### config.mk
export PLATFORM = sky130hd
export DESIGN_NAME = div_mant_approx_seq_flat
export DESIGN_NICKNAME = d
export VERILOG_FILES = /design/src/rtl/div_mant_approx_seq_if.sv /design/src/rtl/div_mant_approx_seq.sv /design/src/flat_wrapper.sv
export SDC_FILE = /design/constraint.sdc
export NUM_CORES = 1
export LEC_CHECK = 0
export ABC_CLOCK_PERIOD_IN_PS = 1600
export CORE_ASPECT_RATIO = 2
export CORE_UTILIZATION = 41
export DETAILED_ROUTE_END_ITERATION = 8
export GPL_ROUTABILITY_DRIVEN = 0
export GPL_TIMING_DRIVEN = 0
export PLACE_DENSITY = 0.76
export RECOVER_POWER = 100
export SLEW_MARGIN = 20
export SYNTH_ARGS = -nofsm -noshare
export SYNTH_HDL_FRONTEND = slang
export SYNTH_SLANG_ARGS = --single-unit
### constraint.sdc
create_clock -name clk -period 1.6 [get_ports clk]
set_input_delay 0.32 -clock clk [delete_from_list [all_inputs] [get_ports clk]]
set_output_delay 0.32 -clock clk [all_outputs]
set_load 0.005 [all_outputs]
### src/rtl/div_mant_approx_seq_if.sv
// Request/result bundle for the truncated-significand mantissa divider.
interface div_mant_approx_seq_if;
    logic        start;
    logic [30:0] a_operand;
    logic [30:0] b_operand;
    logic        busy;
    logic        done;
    logic        normalised;
    logic [22:0] quotient_mantissa;
    logic        div_by_zero;

    modport master (
        output start, a_operand, b_operand,
        input  busy, done, normalised, quotient_mantissa, div_by_zero
    );
    modport slave (
        input  start, a_operand, b_operand,
        output busy, done, normalised, quotient_mantissa, div_by_zero
    );
endinterface

### src/rtl/div_mant_approx_seq.sv
// Approximate mantissa divider: keeps the top R bits of each hidden significand
// and runs a 25-step restoring division, one quotient bit per cycle.
module div_mant_approx_seq #(
    parameter int R = 3
) (
    input  logic                  clk,
    input  logic                  rst,
    div_mant_approx_seq_if.slave  bus
);
    typedef enum logic [1:0] {S_IDLE, S_CALC, S_DONE} state_t;

    localparam logic [23:0] MASK = ~((24'd1 << (24 - R)) - 24'd1);

    state_t      r_state, w_next;
    logic [24:0] r_rem;
    logic [24:0] r_q;
    logic [23:0] r_b;
    logic [4:0]  r_cnt;
    logic        r_norm;
    logic [22:0] r_mant;
    logic        r_dbz;

    logic [23:0] w_a, w_b;
    logic        w_accept, w_bzero, w_ge;
    logic [24:0] w_sub, w_q;

    assign w_a      = {|bus.a_operand[30:23], bus.a_operand[22:0]} & MASK;
    assign w_b      = {|bus.b_operand[30:23], bus.b_operand[22:0]} & MASK;
    assign w_accept = (r_state == S_IDLE) && bus.start;
    assign w_bzero  = (w_b == 24'd0);

    // Remainder starts as A; each step compares against B then shifts left,
    // so bit 24 of Q is produced first.
    assign w_ge  = (r_rem >= {1'b0, r_b});
    assign w_sub = w_ge ? (r_rem - {1'b0, r_b}) : r_rem;
    assign w_q   = (r_q << 1) | {24'd0, w_ge};

    always_ff @(posedge clk) begin
        if (rst) r_state <= S_IDLE;
        else     r_state <= w_next;
    end

    always_comb begin
        w_next = r_state;
        case (r_state)
            S_IDLE:  if (bus.start) w_next = w_bzero ? S_DONE : S_CALC;
            S_CALC:  if (r_cnt == 5'd0) w_next = S_DONE;
            S_DONE:  w_next = S_IDLE;
            default: w_next = S_IDLE;
        endcase
    end

    always_ff @(posedge clk) begin
        if (rst) begin
            r_rem  <= '0;
            r_q    <= '0;
            r_b    <= '0;
            r_cnt  <= '0;
            r_norm <= 1'b0;
            r_mant <= '0;
            r_dbz  <= 1'b0;
        end else begin
            case (r_state)
                S_IDLE: begin
                    if (w_accept) begin
                        r_rem <= {1'b0, w_a};
                        r_b   <= w_b;
                        r_q   <= '0;
                        r_cnt <= 5'd24;
                        if (w_bzero) begin
                            r_dbz  <= 1'b1;
                            r_norm <= 1'b1;
                            r_mant <= 23'h7FFFFF;
                        end
                    end
                end
                S_CALC: begin
                    r_rem <= w_sub << 1;
                    r_q   <= w_q;
                    if (r_cnt != 5'd0) begin
                        r_cnt <= r_cnt - 5'd1;
                    end else begin
                        // Last bit lands this edge, so results come from w_q.
                        r_norm <= w_q[24];
                        r_mant <= w_q[24] ? w_q[23:1] : w_q[22:0];
                        r_dbz  <= 1'b0;
                    end
                end
                default: ;
            endcase
        end
    end

    assign bus.busy              = (r_state == S_CALC);
    assign bus.done              = (r_state == S_DONE);
    assign bus.normalised        = r_norm;
    assign bus.quotient_mantissa = r_mant;
    assign bus.div_by_zero       = r_dbz;
endmodule
### src/flat_wrapper.sv
// flat-port wrapper written by rule: the top's interface ports become plain ports
module div_mant_approx_seq_flat 
#(
    parameter int R = 3
)
  (clk, rst, bus_start, bus_a_operand, bus_b_operand, bus_busy, bus_done, bus_normalised, bus_quotient_mantissa, bus_div_by_zero);
  div_mant_approx_seq_if bus_i ();
  input  logic clk;
  input  logic rst;
  input wire logic [$bits(bus_i.start)-1:0] bus_start;
  input wire logic [$bits(bus_i.a_operand)-1:0] bus_a_operand;
  input wire logic [$bits(bus_i.b_operand)-1:0] bus_b_operand;
  output wire logic [$bits(bus_i.busy)-1:0] bus_busy;
  output wire logic [$bits(bus_i.done)-1:0] bus_done;
  output wire logic [$bits(bus_i.normalised)-1:0] bus_normalised;
  output wire logic [$bits(bus_i.quotient_mantissa)-1:0] bus_quotient_mantissa;
  output wire logic [$bits(bus_i.div_by_zero)-1:0] bus_div_by_zero;
  assign bus_i.start = bus_start;
  assign bus_i.a_operand = bus_a_operand;
  assign bus_i.b_operand = bus_b_operand;
  assign bus_busy = bus_i.busy;
  assign bus_done = bus_i.done;
  assign bus_normalised = bus_i.normalised;
  assign bus_quotient_mantissa = bus_i.quotient_mantissa;
  assign bus_div_by_zero = bus_i.div_by_zero;
  div_mant_approx_seq #(.R(R)) u_core (.clk(clk), .rst(rst), .bus(bus_i));
endmodule
Word level (Yosys, flattened, before mapping). Cells that the tools add are included.

Input bits: 65. Output and inout port bits: 27. Word-level logic and storage cells: 56. Register bits: 84.

Equal/unequal tests: 8. Muxes and demuxes: 23. $add $sub $neg: 2. Order comparisons: 1. Bitwise logic cells: 1. Reduce and logical (&&, ||, !) cells: 13.

Operators with widths (number): two-way mux 23 bit (4); case mux 25 bit (2 select lines) (1); two-way mux 24 bit (2); case mux 24 bit (2 select lines) (1); case mux 23 bit (2 select lines) (1); greater-or-equal comparator 25 x 24 -> 1 bit (1); two-way mux 25 bit (1); bitwise OR 25 x 1 -> 25 bit (1); logical NOT 24 bit (1); subtractor 24 bit (1); OR reduction 8 bit (2); two-way mux 5 bit (2); case mux 5 bit (2 select lines) (1); inequality test 2 x 1 -> 1 bit (second input constant) (4); two-way mux 2 bit (3); AND reduction 2 bit (3); logical NOT 5 bit (1); nonzero test 5 bit (1); subtractor 5 x 1 -> 5 bit (second input constant) (1); two-way mux 1 bit (4); inequality test 2 bit (second input constant) (2); case mux 1 bit (2 select lines) (2); case mux 2 bit (2 select lines) (1); AND reduction 4 bit (1); other kinds (6) (6).

Logic depth before layout (Yosys ltp).
Depth in word-level cells: 5. Mapped depth: 8. Depth with buffers taken out: 7.

Worst setup path before layout. OpenSTA, ideal clock, no wires.

Path kind: reg2reg. Start: reg u_core.r_rem[21]. End: reg u_core.r_rem[22]. Stages on the path, launching flop included: 8. Period minus slack after synthesis: 1.649 ns. Data required time: 1.481 ns. Setup slack: -0.049 ns. Data arrival time: 1.530 ns. Library setup time: 0.119 ns. Buffers on the path: 0. Cell sequence: dfxtp_1 > inv_1 > ha_1 > fa_1 > nand2b_1 > nand3_1 > mux2i_1 > o221a_2.

Longest elaborated chain between the ends: 3. Elaborated cells on any way between the ends: 4. Classes of those cells: add/sub: 1; order compare: 1; mux: 2.

RTL lines: start: declaration (line div_mant_approx_seq.sv:15) `logic [24:0] r_rem;`; start signal: assignment (line div_mant_approx_seq.sv:66) `r_rem <= {1'b0, w_a};`; start signal: assignment (line div_mant_approx_seq.sv:78) `r_rem <= w_sub << 1;`; subtractor 24 bit or greater-or-equal comparator 25 x 24 -> 1 bit (tied branches) (line div_mant_approx_seq.sv:35, div_mant_approx_seq.sv:34); two-way mux 24 bit * (line div_mant_approx_seq.sv:35) `assign w_sub = w_ge ? (r_rem - {1'b0, r_b}) : r_rem;`; case mux 25 bit (2 select lines) * (line div_mant_approx_seq.sv:63) `case (r_state)`.

Mark *: on every way between the ends. The rest lies on a longest branch, timed or not. A chain may end at the register's enable or synchronous reset.

Worst setup path in the final report.
Start: in bus_start. End: reg u_core.r_mant[18] (netlist: u_core.bus.quotient_mantissa[18]).

Longest elaborated chain between the ends: 3.

RTL lines: start: declaration (line flat_wrapper.sv:10) `input wire logic [$bits(bus_i.start)-1:0] bus_start;`; logical AND 1 bit (line div_mant_approx_seq.sv:29) `assign w_accept = (r_state == S_IDLE) && bus.start;`; inequality test 2 x 1 -> 1 bit (no line); AND reduction 4 bit (no line); end signal: assignment (line div_mant_approx_seq.sv:85) `r_mant <= w_q[24] ? w_q[23:1] : w_q[22:0];`; end: declaration (line div_mant_approx_seq.sv:20) `logic [22:0] r_mant;`.

Every way passes these cells.

==> impl_metrics.csv <==
group,metric,value,unit
status,status,"finished, violations left",
status,violations,"setup timing",
flow_run,cap_violations,0,
logic_synthesis,synth.avg_cell_area,9.60,sq um
final_layout,area_growth,57.5,%
worst_setup_path,crit_path_end_kind,"flop",
clock_tree,htreeDepth,3,
logic_synthesis,synthMuxAreaShare,0.0916,
logic_synthesis,ys_types,40,
power_and_ir_drop,seqPwrFrac,0.351,
floorplan,die_y,118,um
logic_synthesis,synth_compound_area_frac,0.184,
logic_synthesis,synth.area.top_cells,"dfxtp_1, mux2i_1, a22oi_1, nor3_1, nor2_1",
logic_synthesis,synth_top_family_by_area,"compound AO/OA/AOI/OAI gates",
routing,wl_met1,2.92,mm
worst_hold_path,holdPathEnd,"u_core.r_state[0]",
clock_tree,clockBufferDepth,2,
power_and_ir_drop,power.share.clock,0.412,
logic_synthesis,yosys.area.top_type_share,0.459,
routing,wl_met2,4.87,mm
floorplan,ioPinCount,92,
worst_setup_path,start_kind,"input port",
worst_hold_path,min_path_type,"in2reg",
clock_tree,clk_pin_slew_worst_paths,0.05,ns
final_layout,drive_above_1_share,0.340,
worst_setup_path,crit_type,"in2reg",
worst_setup_path,r2r_slack,-0.12,ns
final_layout,diodes,0,
global_route,track_usage,0.230,
routing,drc,0,
sta,drv_slew,0,
routing,finalWirelength,8.36,mm
global_route,antenna_found_initial,0,
routing,first_iter_violations,105,
worst_hold_path,hold_depth,5,
sta,worst_pin_slew,0.745,ns
sta,skew,0.00605,ns
final_layout,finish.instance_area,4320,sq um
worst_setup_path,cp_max_fo,8,
worst_setup_path,arrival,1.98,ns
logic_synthesis,syn-num-nets,356,
routing,firstDrtPassIters,4,
logic_synthesis,synthTopCellsByCount,"dfxtp_1, nor2_1, nor3_1",
routing,highest_layer,"met4",
clock_tree,cts_tree,"built",
routing,ant_nets,0,
logic_synthesis,synthMostInstantiatedCell,"dfxtp_1",
sta,setup_tns,-3.13,ns
logic_synthesis,synth_top_flop_cell,"dfxtp_1",
floorplan,die_w,59.9,um
place,placed_cell_area,3350,sq um
floorplan,core_area,6360,sq um
logic_synthesis,synth-seq-cells,63,
worst_setup_path,slowest_delay,0.56,ns
global_route,grt_start_max_net_pins,11,
sta,min_period,1.74,ns
routing,wl_met3,246,um
power_and_ir_drop,p_int,0.00377,W
logic_synthesis,netlist_instances,286,
power_and_ir_drop,power.switching,0.00132,W
logic_synthesis,synth-adder-area-share,0.0255,
clock_tree,clock_sinks,63,
global_route,grt-ovfl-total,0,
clock_tree,cts_buffers,9,
sta,setup_ws,-0.142,ns
clock_tree,root_buffer,"clkbuf_16",
worst_setup_path,path_cells,"dlygate4sd3_1 -> nor3b_1 -> and4_1 -> buf_6 -> clkbuf_16 -> nor3_2 -> a211oi_2",
floorplan,die_area,7050,sq um
power_and_ir_drop,p_leak,1.55,nW
sta,relSlewSlack,0.503,
routing,vias,2627,
final_layout,utilization,0.680,
power_and_ir_drop,ir_worst_vdd,629,uV
global_route,grt_pass1_vias,2584,
floorplan,fp-row-count,41,
worst_setup_path,rr_worst_depth,6,
logic_synthesis,ys_warn_count,0,
place,dpl.hpwl,4.66,mm
power_and_ir_drop,power,0.00509,W
sta,fmax,0.574,GHz
logic_synthesis,synth-edff-count,0,
place,port_buffers,48,
sta,period_share,1.09,
logic_synthesis,ys_seq_area_frac,0.459,
logic_synthesis,synth_area_leader_cell,"dfxtp_1",
power_and_ir_drop,power_density,1180,nW/um^2
final_layout,final_nets,439,
logic_synthesis,async_flop_share,0,
worst_setup_path,rr_endpoint,"u_core.r_cnt[3]",
worst_setup_path,critPathSlowestCell,"dlygate4sd3_1",
floorplan,start_util,0.432,
global_route,grt_pass1_wl,12.0,mm
sta,grt_setup_unrepaired,"yes",
logic_synthesis,synthSimpleGateAreaFrac,0.168,
clock_tree,clock_latency,0.33,ns
logic_synthesis,synth-xor-area-share,0.00319,
routing,avgViaCountPerCell,5.71,
sta,setup_viol,31,
worst_hold_path,hold_path.startpoint,"bus_b_operand[28]",
power_and_ir_drop,p_sw_frac,0.259,
sta,hold_viol_final,0,
logic_synthesis,syn-cell-area,2750,sq um
power_and_ir_drop,power_frac_comb,0.237,
worst_setup_path,r2r_start,"u_core.r_state[1]",
clock_tree,hold_buffers,0,
place,dpl_worst_slack,-0.485,ns
worst_setup_path,required,1.84,ns
routing,wl_per_cell,18.2,um
==> state kept, by name, summed over array words and instances, names as in the netlist <==
register,cells
u_core.r_state,2
u_core.r_b,3
u_core.r_rem,4
u_core.bus.normalised,1
u_core.r_cnt,5
u_core.bus.div_by_zero,1
u_core.r_q,24
u_core.bus.quotient_mantissa,23
==> critical path: cells and delay by family <==
family / cells / cell delay [ns]
AO/OA/AOI/OAI: 1 / 0.16
AND/OR/NAND/NOR: 3 / 0.58
buffers and inverters: 3 / 0.91
==> per-layer routing <==
layer / global-route usage / vias to the layer above
met5: 0 / -
met4: 0.124 / 0
met3: 0.0440 / 27
met2: 0.425 / 77
met1: 0.224 / 1310
li1: - / 1213
==> repair_timing <==
action                     4_1_cts  5_1_grt
gates cloned                     3        3
setup endpoints to repair       50       52
resized for setup               56       55
setup buffers                   11        9
pin swaps                       14       16
==> area by class of cell <==
class                   count  area, sq um
fillers                   517         2040
multi-input cells         188         1560
flip-flops and latches     63         1270
repair buffers             72          778
clock buffers              14          294
plain buffers              27          246
well taps                  86          108
clock inverters             2         35.0
inverters                   8         32.5
==> stage by stage <==
stage               instances  hold slack, ns
floorplan                 286           0.437
global route              460           0.472
CTS                       450           0.452
detailed placement        420           0.458
global placement          420           0.446
finish                    460           0.457
==> kinds of logic after synthesis <==
kind of cell	after synthesis
fa+ha+maj	5
buf+inv	35
xor+xnor	1
compound gates	64
flops	63
mux	25
simple gates	93
==> worst max-delay path by stage <==
stage	startpoint	end	slack, ns	depth (start not counted)
2_1_floorplan	u_core.r_rem[21]	u_core.r_rem[22]	0.008	7
3_5_place_dp	bus_b_operand[23]	u_core.bus.quotient_mantissa[12]	-0.48	7
3_3_place_gp	bus_b_operand[24]	u_core.bus.quotient_mantissa[3]	-0.42	7
5_1_grt	bus_start	u_core.bus.quotient_mantissa[4]	-0.17	7
4_1_cts	u_core.r_rem[21]	u_core.r_rem[22]	-0.09	7
6_report	bus_start	u_core.bus.quotient_mantissa[18]	-0.14	7
==> power groups by stage <==
stage          Combinational [W]  Clock [W]  Sequential, W
2_1_floorplan           0.000465          0        0.00179
3_3_place_gp            0.000769          0        0.00179
3_5_place_dp            0.000786          0        0.00180
4_1_cts                  0.00103    0.00211        0.00177
5_1_grt                  0.00128    0.00218        0.00180
6_report                 0.00121    0.00210        0.00178
==> placed cells by master, fill, tap and decap left out, types with 8 or more instances in the layout <==
cell type,count
dfxtp_1,57
clkdlybuf4s50_1,39
nor2_1,33
a22oi_1,25
mux2i_1,23
a211oi_2,22
nor3_2,17
buf_4,14
clkbuf_16,12
nor3_1,10
a21oi_1,8
(Power assumes the default switching activity.)
